`src/rtl/bankgroup_pkg.sv`:
```
// -----------------------------------------------------------------------------
// bankgroup_pkg
//
// Definitions shared by the BankGroup request controller and the Bank /
// BankGroup benches:
//   bg_state_e     - controller FSM states
//   BG_DEFAULT_BL  - default burst length in beats
//   BG_RD / BG_WR  - encoding of the per-bank rd_o_wr strobe
// -----------------------------------------------------------------------------
package bankgroup_pkg;

    typedef enum logic [1:0] {
        IDLE  = 2'd0,
        WRITE = 2'd1,
        READ  = 2'd2,
        DRAIN = 2'd3
    } bg_state_e;

    localparam int BG_DEFAULT_BL = 8;

    // A read is the harmless resting value of rd_o_wr.
    localparam logic BG_RD = 1'b0;
    localparam logic BG_WR = 1'b1;

endpackage

```
`src/rtl/bankgroup_access_ctrl.sv`:
```
// -----------------------------------------------------------------------------
// bankgroup_access_ctrl
//
// Request-side controller for one BankGroup. Accepts a single read or write
// burst over a valid/ready handshake, walks BL consecutive columns on the
// selected bank's ports and returns read beats captured from that bank.
//
// Ports:
//   clk, rst          clock; asynchronous active-high reset
//   req_valid/ready   request handshake
//   req_wr            1 = write burst, 0 = read burst
//   req_bank/row/col  target bank, row and start column
//   wr_data/wr_ready  write beat, consumed in every WRITE cycle
//   rd_data/valid     registered read beat, one pulse per beat
//   rd_last           flags the final read beat
//   busy              burst in progress
//   rd_o_wr, dqin,
//   row, column       per-bank command/data outputs to the BankGroup
//   dqout             per-bank read data from the BankGroup
// -----------------------------------------------------------------------------
module bankgroup_access_ctrl
    import bankgroup_pkg::*;
#(
    parameter int BAWIDTH      = 2,
    parameter int COLWIDTH     = 10,
    parameter int DEVICE_WIDTH = 4,
    parameter int CHWIDTH      = 5,
    parameter int BL           = BG_DEFAULT_BL
) (
    input  logic                    clk,
    input  logic                    rst,

    input  logic                    req_valid,
    output logic                    req_ready,
    input  logic                    req_wr,
    input  logic [BAWIDTH-1:0]      req_bank,
    input  logic [CHWIDTH-1:0]      req_row,
    input  logic [COLWIDTH-1:0]     req_col,

    input  logic [DEVICE_WIDTH-1:0] wr_data,
    output logic                    wr_ready,

    output logic [DEVICE_WIDTH-1:0] rd_data,
    output logic                    rd_valid,
    output logic                    rd_last,

    output logic                    busy,

    output logic [0:0]              rd_o_wr [0:(2**BAWIDTH)-1],
    output logic [DEVICE_WIDTH-1:0] dqin    [0:(2**BAWIDTH)-1],
    input  logic [DEVICE_WIDTH-1:0] dqout   [0:(2**BAWIDTH)-1],
    output logic [CHWIDTH-1:0]      row     [0:(2**BAWIDTH)-1],
    output logic [COLWIDTH-1:0]     column  [0:(2**BAWIDTH)-1]
);

    localparam int BANKSPERGROUP = 2**BAWIDTH;
    localparam int CNTW          = $clog2(BL);

    bg_state_e             state_q;
    bg_state_e             state_d;

    logic [BAWIDTH-1:0]    lat_bank;
    logic [CHWIDTH-1:0]    lat_row;
    logic [COLWIDTH-1:0]   lat_col;
    logic                  lat_wr;

    // Index of the beat currently presented on the bank ports.
    logic [CNTW-1:0]       beat_q;
    logic [CNTW-1:0]       next_beat;
    logic                  last_beat;

    // Held low through reset and set on the first edge afterwards, so that
    // a request waiting across reset is not taken in the release cycle.
    logic                  ready_en_q;

    logic                  handshake;
    logic                  in_burst;

    logic                  drv_en;
    logic                  drv_wr;
    logic [BAWIDTH-1:0]    drv_bank;
    logic [CHWIDTH-1:0]    drv_row;
    logic [COLWIDTH-1:0]   drv_col;

    assign req_ready = ready_en_q && (state_q == IDLE);
    assign wr_ready  = (state_q == WRITE);
    assign busy      = (state_q != IDLE);
    assign handshake = req_valid && req_ready;
    assign in_burst  = (state_q == WRITE) || (state_q == READ);
    assign next_beat = beat_q + CNTW'(1);
    assign last_beat = (beat_q == CNTW'(BL - 1));

    // State register.
    always_ff @(posedge clk or posedge rst) begin
        if (rst) begin
            state_q <= IDLE;
        end else begin
            state_q <= state_d;
        end
    end

    // Next-state logic: a write returns straight to IDLE after its last beat,
    // a read spends one DRAIN cycle so the final dqout can be captured.
    always_comb begin
        state_d = state_q;
        unique case (state_q)
            IDLE:    if (handshake) state_d = req_wr ? WRITE : READ;
            WRITE:   if (last_beat) state_d = IDLE;
            READ:    if (last_beat) state_d = DRAIN;
            DRAIN:   state_d = IDLE;
            default: state_d = IDLE;
        endcase
    end

    // Request latch and beat counter.
    always_ff @(posedge clk or posedge rst) begin
        if (rst) begin
            lat_bank   <= '0;
            lat_row    <= '0;
            lat_col    <= '0;
            lat_wr     <= BG_RD;
            beat_q     <= '0;
            ready_en_q <= 1'b0;
        end else begin
            ready_en_q <= 1'b1;
            if (handshake) begin
                lat_bank <= req_bank;
                lat_row  <= req_row;
                lat_col  <= req_col;
                lat_wr   <= req_wr;
                beat_q   <= '0;
            end else if (in_burst) begin
                beat_q <= next_beat;
            end
        end
    end

    // Bank ports are registered, so this computes what they show in the next
    // cycle: beat 0 straight from the request on the accepting edge, then
    // each following beat until the last one has been presented. The column
    // sum truncates to COLWIDTH bits, which gives the modulo wrap.
    always_comb begin
        drv_en   = 1'b0;
        drv_wr   = lat_wr;
        drv_bank = lat_bank;
        drv_row  = lat_row;
        drv_col  = lat_col + COLWIDTH'(next_beat);
        if (handshake) begin
            drv_en   = 1'b1;
            drv_wr   = req_wr;
            drv_bank = req_bank;
            drv_row  = req_row;
            drv_col  = req_col;
        end else if (in_burst && !last_beat) begin
            drv_en = 1'b1;
        end
    end

    // Per-bank command registers; unselected banks rest at read, row 0,
    // column 0.
    always_ff @(posedge clk or posedge rst) begin
        if (rst) begin
            for (int b = 0; b < BANKSPERGROUP; b++) begin
                rd_o_wr[b] <= BG_RD;
                row[b]     <= '0;
                column[b]  <= '0;
            end
        end else begin
            for (int b = 0; b < BANKSPERGROUP; b++) begin
                if (drv_en && (drv_bank == BAWIDTH'(b))) begin
                    rd_o_wr[b] <= drv_wr;
                    row[b]     <= drv_row;
                    column[b]  <= drv_col;
                end else begin
                    rd_o_wr[b] <= BG_RD;
                    row[b]     <= '0;
                    column[b]  <= '0;
                end
            end
        end
    end

    // Write data has no back-pressure and is passed straight through in the
    // same cycle as the registered column it belongs to, so it is the one
    // combinational bank-side output.
    always_comb begin
        for (int b = 0; b < BANKSPERGROUP; b++) begin
            dqin[b] = '0;
            if ((state_q == WRITE) && (lat_bank == BAWIDTH'(b))) begin
                dqin[b] = wr_data;
            end
        end
    end

    // Read return: each READ cycle captures the addressed bank's data, so the
    // beat shows up one cycle after it was driven. The last capture happens
    // on the edge leaving READ, which is why DRAIN exists.
    always_ff @(posedge clk or posedge rst) begin
        if (rst) begin
            rd_data  <= '0;
            rd_valid <= 1'b0;
            rd_last  <= 1'b0;
        end else if (state_q == READ) begin
            rd_data  <= dqout[lat_bank];
            rd_valid <= 1'b1;
            rd_last  <= last_beat;
        end else begin
            rd_valid <= 1'b0;
            rd_last  <= 1'b0;
        end
    end

endmodule

```
`config.mk`:
```
export PLATFORM = sky130hd
export DESIGN_NAME = bankgroup_access_ctrl
export DESIGN_NICKNAME = d
export VERILOG_FILES = /design/src/rtl/bankgroup_pkg.sv /design/src/rtl/bankgroup_access_ctrl.sv
export SDC_FILE = /design/constraint.sdc
export NUM_CORES = 1
export LEC_CHECK = 0
export ABC_CLOCK_PERIOD_IN_PS = 9400
export BUFFER_PORTS_ARGS = -buffer_cell sky130_fd_sc_hd__clkbuf_2
export CORE_ASPECT_RATIO = 1.75
export CORE_UTILIZATION = 54
export DETAILED_ROUTE_END_ITERATION = 8
export GPL_ROUTABILITY_DRIVEN = 0
export GPL_TIMING_DRIVEN = 0
export PLACE_DENSITY = 0.88
export SETUP_SLACK_MARGIN = 0.02
export SLEW_MARGIN = 20
export SYNTH_ARGS = -nofsm -noshare
export SYNTH_HDL_FRONTEND = slang
export SYNTH_SLANG_ARGS = --single-unit
export TNS_END_PERCENT = 100
```
`constraint.sdc`:
```
create_clock -name clk -period 9.4 [get_ports clk]
set_clock_uncertainty 0.05 [all_clocks]
set_input_delay 1.88 -clock clk [delete_from_list [all_inputs] [get_ports clk]]
set_output_delay 1.88 -clock clk [all_outputs]
set_load 0.01 [all_outputs]
```
Yosys cells after proc, flatten, opt, wreduce, memory -nomap -nowiden. Cells that the tools add are included.

Add/subtract/negate cells: 2. Multiply operators: 0. Divide/modulo/power cells: 0. Order comparisons: 1. Eq/ne operators: 13. Shifts and indexed selects: 0. Multiplexer cells: 34. Bitwise logic cells: 1. Reductions and logical operators: 19.

Operators with widths (number): $mux W10 (5); $mux W5 (5); $mux W4 (6); $eq A2 B2 Y1 const B (6); $logic_and A1 B1 Y1 (11); $add A10 B3 Y10 (1); $mux W2 (5); $mux W1 (9); $bmux W4 S2 (1); $pmux W2 S4 (1); $eq A2 B1 Y1 const B (3); $logic_not A2 Y1 (3); $mux W3 (2); $ne A2 B2 Y1 const B (2); $reduce_bool A2 Y1 (2); $add A3 B1 Y3 const B (1); $eq A3 B3 Y1 const B (1); $ge A3 B3 Y1 const B (1); $not A2 Y3 (1); $reduce_and A3 Y1 (1); $ne A2 B1 Y1 const B (1); $logic_not A1 Y1 (1); $logic_or A1 B1 Y1 (1).

Bits in registers: 94. Latch bits: 0. Bits in writable memories: 0. Bits in read-only memories: 0. Input bits: 41. Word-level logic and storage cells: 92. Memories kept: 0.

Longest topological paths before layout. Gate-level depths: netlist of the first run.

Depth after elaboration: 7. Mapped depth: 9. Depth with buffers taken out: 8.

Least setup slack after synthesis of the first run. OpenSTA, ideal clock, no wires.

Path kind: input port to output port. Start: input port wr_data[0]. End: output port dqin[12] (netlist bit). Arrival time: 2.235 ns. Slack: 5.235 ns. Cell stages on the path: 2. Path buffers: 0. Cells stage by stage: nand2_1 > nor3_1.

RTL lines: start, declared (RTL line bankgroup_access_ctrl.sv:40) `input logic [DEVICE_WIDTH-1:0] wr_data,`; end, declared (RTL line bankgroup_access_ctrl.sv:50) `output logic [DEVICE_WIDTH-1:0] dqin [0:(2**BAWIDTH)-1],`.

==> results.txt, run 1 <==
For this run, the number of Yosys warnings is 0. Setup repair after global routing left no endpoint under its margin. The type of the tightest min-delay check is flip-flop to flip-flop. The critical path in this run is classified as primary input to output pin. Counting every sink on the clock net gives 94. STA puts the critical path data required time at 7.47 ns. The post-synthesis instance area is 0.003847 sq mm. Clock-pin slew was measured on the worst setup and hold paths at 0.06 ns. The residual DRC count came out at 0. The count of max-cap constraint violations is 0. The normalized max-slew margin came out at 60.75%. The count of vias placed by the detailed router came out at 2,984. The first-pass GRT wire length came out at 14,220 um. The share of final-layout standard cells stronger than drive strength 1 came out at 37.58%. The fraction of synthesis flops using an asynchronous set or reset pin came out at 100.0%.

The number of gates resized after CTS came out at 0. The worst setup path is launched from a primary input. Detailed placement ended at an HPWL of 6748 um. The number of endpoints with negative hold slack in the final report came out at 0. In the final design database the tool counted 525 nets. Among all flip-flop cells after synthesis, the most frequent one is sky130_fd_sc_hd__dfrtp_1.

The number of cells on the worst reg-to-reg path is 7. The worst slack after detailed placement came out at 5.072 ns. Yosys mapped a number of flops with a built-in enable equal to 0.

In the layout the commonest cells are 129 x sky130_fd_sc_hd__clkbuf_2, 94 x sky130_fd_sc_hd__dfrtp_1, 60 x sky130_fd_sc_hd__nor2_1, 37 x sky130_fd_sc_hd__nand2_1, 23 x sky130_fd_sc_hd__nor3_1. For this configuration, the core starts out at a cell density of 56.11%. The critical path goes through clkbuf_2, nand2_1, nor3_1, clkbuf_2.

Counting flops and latches in the post-synthesis netlist gives 94. The number of pins exceeding their max-slew limit in the final report was 0. The flow ran to the end, and the final reports show no timing, DRC or antenna violations. The largest fanout on the critical path is 4.

The maximum clock rate came out at 231.0 MHz. The cell sitting at the root of the clock tree is a sky130_fd_sc_hd__clkbuf_16. The clock insertion delay at the later pin of the skew report came out at 0.34 ns. The synthesis-to-layout area growth came out at 27.54%. The width of the die is 65.81 um. The global route total overflow came out at 0.

The filler cells instantiated in the layout total 519. The worst IR drop on VDD came out at 0.2273 mV. The post-synthesis net count came out at 384.

Once the clock tree was built, the setup fixing pass inserted 0 buffers. Setup violations remaining at the end of the flow were counted as 0. The post-route setup TNS is 0 ns. The final routed wire length divided by cell count is 15.88 um.

The analysis attributes to cell leakage a power of 0.002666 uW. Entering global routing, the biggest net connects 57 pins. The cts-stage hold buffer count is 0. Leaving out fill and tap cells, the most frequent cell in the layout is sky130_fd_sc_hd__clkbuf_2. The TritonCTS buffer count is 9. The areal power density over the cells came out at 343.6 mW/mm^2.

The actual transition at the worst max-transition pin came out at 0.5853 ns. The detailed-routing iteration count for the pre-antenna-repair pass came out at 4. For this design the top-level I/O count stands at 130.

Among the stages of the critical path, the cell type that occurs most often is sky130_fd_sc_hd__clkbuf_2. Buffers placed on the I/O ports in this run total 129. The die covers 0.007479 sq mm. CTS built an H-tree with a depth of 3. The count of unique library cells instantiated by Yosys is 43.

A synthesized cell averages 11.55 sq um. After synthesis, flip-flops and latches occupy 61.14% of the total area. TritonCTS built the clock tree. The worst hold path was traced through 2 stages.

The endpoint arrival time on the critical path is 2.40 ns. The setup slack of the critical path after layout is 5.071 ns. The maximum number of buffers from clock root to sink is 2.

The number of design-rule violations left by the first detailed-router iteration came out at 178. The final period utilization is 46.05%. The core region is 0.006857 sq mm.

In the routed layout, each cell is associated on average with a via count of 5.300. The die outline height came out at 113.7 um. The cell count after synthesis is 333. The minimum clock period is 4.329 ns. The global-route usage over all layers came out at 25.96%. The final antenna-violating net count is 0. The delay of the slowest cell on the worst path came out at 0.18 ns. The standard-cell row count is 40.

The via count of the first global-routing pass is 3,045. The repair_antennas step left the layout with diodes totalling 0. The worst setup path is captured at an output pin. The worst-path cell with the longest stage delay is sky130_fd_sc_hd__nor3_1. The aggregate routed wire length is 8941 um. The initial antenna violation count is 0.
==> cell families (layout without fill, tap and decap cells) <==
group,after synthesis,after routing,synth area share [%]
XOR/XNOR,3,3,0.6831
other,1,1,0.09747
AO/OA/AOI/OAI,29,29,5.366
buffers and inverters,30,176,4.325
adder cells (fa/ha/maj),10,10,3.447
flip-flops,94,94,61.14
AND/OR/NAND/NOR,144,144,17.04
multiplexers,22,22,7.903
==> stage by stage <==
| step | std cells | area (sq um) | hold slack (ns) | utilization, % | power, uW |
|---|---|---|---|---|---|
| after floorplan | 333 | 3847 | 0.4024 | - | 1107 |
| after global placement | 546 | 4598 | 0.4157 | 67.06 | 1313 |
| after detailed placement | 547 | 4628 | 0.4341 | 67.50 | 1359 |
| after CTS | 563 | 4907 | 0.4500 | 71.57 | 1694 |
| after global routing | 563 | 4907 | 0.4797 | 71.57 | 1797 |
| final | 563 | 4907 | 0.4481 | 71.57 | 1686 |
==> final timing paths <==
kind	start	endpoint	slack, ns
setup / recovery	wr_data[3]	dqin[15]	5.07
hold / removal	lat_col[0]$_DFFE_PP0P_	lat_col[0]$_DFFE_PP0P_	0.45
setup reg to reg	beat_q[0]$_DFFE_PP0P_	column[15]$_DFF_PP0_	6.82
hold reg to reg	lat_col[0]$_DFFE_PP0P_	lat_col[0]$_DFFE_PP0P_	0.45
max in group asynchronous	rst	column[6]$_DFF_PP0_	7.16
min in group asynchronous	rst	row[4]$_DFF_PP0_	1.52
==> sequential cells by signal, indices dropped and copies added, names as in the netlist <==
register    cells
lat_row         5
lat_bank        2
beat_q          3
ready_en_q      1
rd_o_wr         4
lat_wr          1
lat_col        10
column         40
rd_data         4
rd_valid        1
rd_last         1
state_q         2
row            20
==> worst max-delay path: cells and delay by family <==
kind | cells | cell delay [ns]
buf+inv | 2 | 0.25
simple gates | 2 | 0.27
==> cell usage after synthesis (4+ instances only) <==
cell type	instances	area share (%)
sky130_fd_sc_hd__nor2_1	60	5.9
sky130_fd_sc_hd__mux4_2	4	2.3
sky130_fd_sc_hd__mux2i_1	9	2.3
sky130_fd_sc_hd__buf_2	5	0.65
sky130_fd_sc_hd__a21oi_1	4	0.52
sky130_fd_sc_hd__a211oi_1	9	1.8
sky130_fd_sc_hd__buf_6	5	1.5
sky130_fd_sc_hd__dfrtp_1	94	61
sky130_fd_sc_hd__ha_1	9	2.9
sky130_fd_sc_hd__and3_1	4	0.65
sky130_fd_sc_hd__mux2_2	7	2.0
sky130_fd_sc_hd__nor3_1	23	3.0
sky130_fd_sc_hd__nand2_1	37	3.6
sky130_fd_sc_hd__o21ai_0	4	0.52
sky130_fd_sc_hd__inv_1	15	1.5
==> power by group <==
part / total (uW) / internal [uW] / switching [uW] / leakage [uW]
Clock: 336 / 193 / 143 / 0.000140
Combinational: 737 / 291 / 446 / 0.00128
Sequential: 613 / 544 / 68.3 / 0.00125
==> area by class of cell <==
cell class | instances | area [sq um] | area share (%)
flip-flops and latches | 94 | 2352 | 47.93
multi-input cells | 209 | 1329 | 27.08
repair buffers | 130 | 673.1 | 13.72
clock buffers | 13 | 260.3 | 5.303
well taps | 84 | 105.1 | 2.142
plain buffers | 14 | 103.9 | 2.116
inverters | 16 | 65.06 | 1.326
clock inverters | 3 | 18.77 | 0.3825
==> layer usage <==
metal | share of wire [%] | vias up | wire [um] | GRT usage, %
met5 | 0 | - | 0 | 0
li1 | - | 1388 | - | -
met4 | 2.6 | 0 | 236 | 13.62
met3 | 5.4 | 21 | 483 | 6.600
met2 | 56 | 106 | 4980 | 45.51
met1 | 36 | 1469 | 3240 | 27.81
(Power assumes the default switching activity.)
==> run 2: changes to the inputs <==
--- a/config.mk
+++ b/config.mk
@@ -5,14 +5,14 @@
 export SDC_FILE = /design/constraint.sdc
 export NUM_CORES = 1
 export LEC_CHECK = 0
-export ABC_CLOCK_PERIOD_IN_PS = 9400
+export ABC_CLOCK_PERIOD_IN_PS = 4100
 export BUFFER_PORTS_ARGS = -buffer_cell sky130_fd_sc_hd__clkbuf_2
 export CORE_ASPECT_RATIO = 1.75
-export CORE_UTILIZATION = 54
+export CORE_UTILIZATION = 50
 export DETAILED_ROUTE_END_ITERATION = 8
 export GPL_ROUTABILITY_DRIVEN = 0
 export GPL_TIMING_DRIVEN = 0
-export PLACE_DENSITY = 0.88
+export PLACE_DENSITY = 0.82
 export SETUP_SLACK_MARGIN = 0.02
 export SLEW_MARGIN = 20
 export SYNTH_ARGS = -nofsm -noshare
==> constraint.sdc (replaced) <==
create_clock -name clk -period 4.1 [get_ports clk]
set_clock_uncertainty 0.05 [all_clocks]
set_input_delay 0.82 -clock clk [delete_from_list [all_inputs] [get_ports clk]]
set_output_delay 0.82 -clock clk [all_outputs]
set_load 0.01 [all_outputs]
==> run 2 against run 1 <==
Effect of this change:
- first-iteration DRC count is 4.5% lower
- sequential power is 130% higher
- hold slack got worse by 0.030 ns
- register-to-register slack lost 5.3 ns
- total power grew 140%
- die area rose by 7.8%
- critical path type is now flip-flop to flip-flop
- highest routed layer unchanged
- via count fell by 0.74%
- global-route usage is 1.3 points lower
==> results.txt, run 2 (same netlist as run 1, synthesis figures left out) <==
Detailed routing placed a total of 483 um of wire on met3. Across the VDD grid, the largest voltage drop is 0.3932 mV. The worst setup path is of the flip-flop to flip-flop kind.

The tree is rooted in a sky130_fd_sc_hd__clkbuf_16. In this run, post-CTS repair resized a total of 0 instances. The post-layout instance area is 0.004977 sq mm. The total of buffers placed on input and output ports came out at 129. The initial antenna violation count is 0. The global route total overflow is 0. The first-pass GRT wire length came out at 14,310 um. The width of the die is 68.31 um. The first detailed-routing pass ran for 4 iterations.

The clock insertion delay at the later pin of the skew report came out at 0.34 ns. The cts-stage hold buffer count came out at 0. The I/O pin count is 130. The TritonCTS buffer count is 9.

The count of vias placed by the detailed router is 2,962. The number of endpoints with negative hold slack in the final report is 0. Setup repair after global routing left no endpoint under its margin.

The number of flip-flops under the largest register name came out at 40. The normalized max-slew margin came out at 59.62%. The area of all sequential standard cells is 0.002352 sq mm.

The flow ran to the end, and the final reports show no timing, DRC or antenna violations. The endpoint arrival time on the critical path is 2.71 ns. The HPWL reported at the end of detailed placement is 6595 um.

The count of max-cap constraint violations came out at 0. The minimum clock period is 2.553 ns. For this block, the initial DRC count from the detailed router was 170.

The routed design uses 5029 um of met2 wire. The clock sink count is 94. The actual transition at the worst max-transition pin came out at 0.6020 ns.

The number of pins exceeding their max-slew limit in the final report is 0. column holds more flip-flops than any other register. In the final layout, the registers with the most flip-flops are column x40, row x20, lat_col x10. The startpoint of the worst setup timing path is beat_q[0]$_DFFE_PP0P_. The number of post-CTS setup repair buffers is 0. The final routed wire length divided by cell count came out at 15.80 um. The number of inserted diodes is 0. The detailed router used layers up to and including met4. Of the total power, registers draw 35.0%. STA classifies the critical path endpoint as a flip-flop. The multi-input logic area came out at 0.001329 sq mm. The core area is 0.007515 sq mm. The number of cells on the worst reg-to-reg path is 7. The met1 wire length is 3260 um. Power spread over the standard cell area amounts to 806.9 mW/mm^2. The standby leakage power is 0.002696 uW.

Summing all placed instances gives a cell area of 0.004633 sq mm. The clock edge transition at the registers on the reported setup and hold paths is 0.06 ns. The fraction of power consumed by the clock network came out at 23.1%. The type of the tightest min-delay check is primary input to asynchronous set/reset pin.

For this run, the total global-route usage over all layers was measured as 24.67%. In the final layout, the share of cells above drive strength 1 is 38.00%. The initial standard-cell utilization of the core is 51.20%.

The largest net degree at the start of global routing came out at 62. The internal power component is 2502 uW. The die outline height came out at 118.0 um. The via count of the first global-routing pass came out at 3,068. TritonCTS built the clock tree. The switching part of the total power is 37.69%. The final antenna-violating net count came out at 0. The largest fanout on the critical path is 6. The via count normalized by instance count came out at 5.224. Setup violations remaining at the end of the flow were counted as 0.

The final hold slack is 0.4177 ns. Leaving out fill and tap cells, the most frequent cell in the layout is sky130_fd_sc_hd__clkbuf_2. For this run, the post-layout net count is 525. The die footprint is 0.008064 sq mm. In the finished design, the share of the clock period the worst path needs comes to 62.28%. The H-tree was split into 3 levels. The residual DRC count is 0. The required time of the critical path came out at 4.25 ns. For this run, the top clock speed supported by timing is 391.6 MHz.

The library cells used most frequently in the layout, excluding fill and tap cells, are 129 x sky130_fd_sc_hd__clkbuf_2, 94 x sky130_fd_sc_hd__dfrtp_1, 60 x sky130_fd_sc_hd__nor2_1, 37 x sky130_fd_sc_hd__nand2_1, 23 x sky130_fd_sc_hd__nor3_1. The power share of the combinational group came out at 41.9%. The standard-cell row count is 42.

The switching power is 1514 uW. The worst flop-to-flop path startpoint is beat_q[0]$_DFFE_PP0P_. The synthesis-to-layout area growth is 29.37%.

The maximum number of buffers from clock root to sink came out at 2. The aggregate routed wire length came out at 8959 um. STA classifies the critical path startpoint as a flip-flop. Fill cells in the final layout number 584.
==> run 2: power by group through the flow <==
stage	logic [uW]	registers, uW	clock network (uW)
finish	1680	1400	929
global route	1870	1440	978
CTS	1700	1400	940
detailed placement	1690	1420	0
global placement	1620	1400	0
floorplan	1040	1500	0
==> run 2: worst max-delay path, cell delays in order, from the launching register on <==
cell                       delay [ns]
sky130_fd_sc_hd__dfrtp_1         0.41
sky130_fd_sc_hd__ha_1            0.22
sky130_fd_sc_hd__ha_1            0.30
sky130_fd_sc_hd__ha_1            0.26
sky130_fd_sc_hd__a211oi_1        0.55
sky130_fd_sc_hd__nor3_1          0.09
sky130_fd_sc_hd__nor3_1          0.40
sky130_fd_sc_hd__nor3_1          0.13
==> run 2: layer usage <==
| metal | GRT usage, % | up-vias |
|---|---|---|
| met4 | 11.98 | 0 |
| li1 | - | 1387 |
| met5 | 0 | - |
| met3 | 5.329 | 12 |
| met2 | 43.44 | 108 |
| met1 | 26.26 | 1455 |
==> run 2: cell type report <==
class	instances	share of cell area, %
multi-input combinational	209	26.70
clock inverter	4	1.559
clock buffer	12	5.354
buffer	14	2.086
sequential	94	47.26
inverter	16	1.307
timing repair buffer	130	13.52
tap	88	2.212
==> run 2: final timing paths <==
| check | endpoint | slack [ns] |
|---|---|---|
| setup / recovery | column[25]$_DFF_PP0_ | 1.55 |
| hold / removal | row[1]$_DFF_PP0_ | 0.42 |
| setup reg to reg | column[25]$_DFF_PP0_ | 1.55 |
| hold reg to reg | lat_col[2]$_DFFE_PP0P_ | 0.44 |
| max in group asynchronous | lat_wr$_DFF_PP0_ | 2.96 |
| min in group clk | lat_col[2]$_DFFE_PP0P_ | 0.44 |
==> run 2: through the flow <==
stage | worst slack [ns] | utilization, % | std cells | setup TNS (ns) | total power, uW
floorplan | 0.7813 | - | 333 | 0 | 2537
global placement | -0.03135 | 61.26 | 550 | -2.516 | 3021
detailed placement | 1.557 | 61.66 | 551 | 0 | 3108
CTS | 1.533 | 66.23 | 567 | 0 | 4049
global route | 1.328 | 66.23 | 567 | 0 | 4297
finish | 1.547 | 66.23 | 567 | 0 | 4016
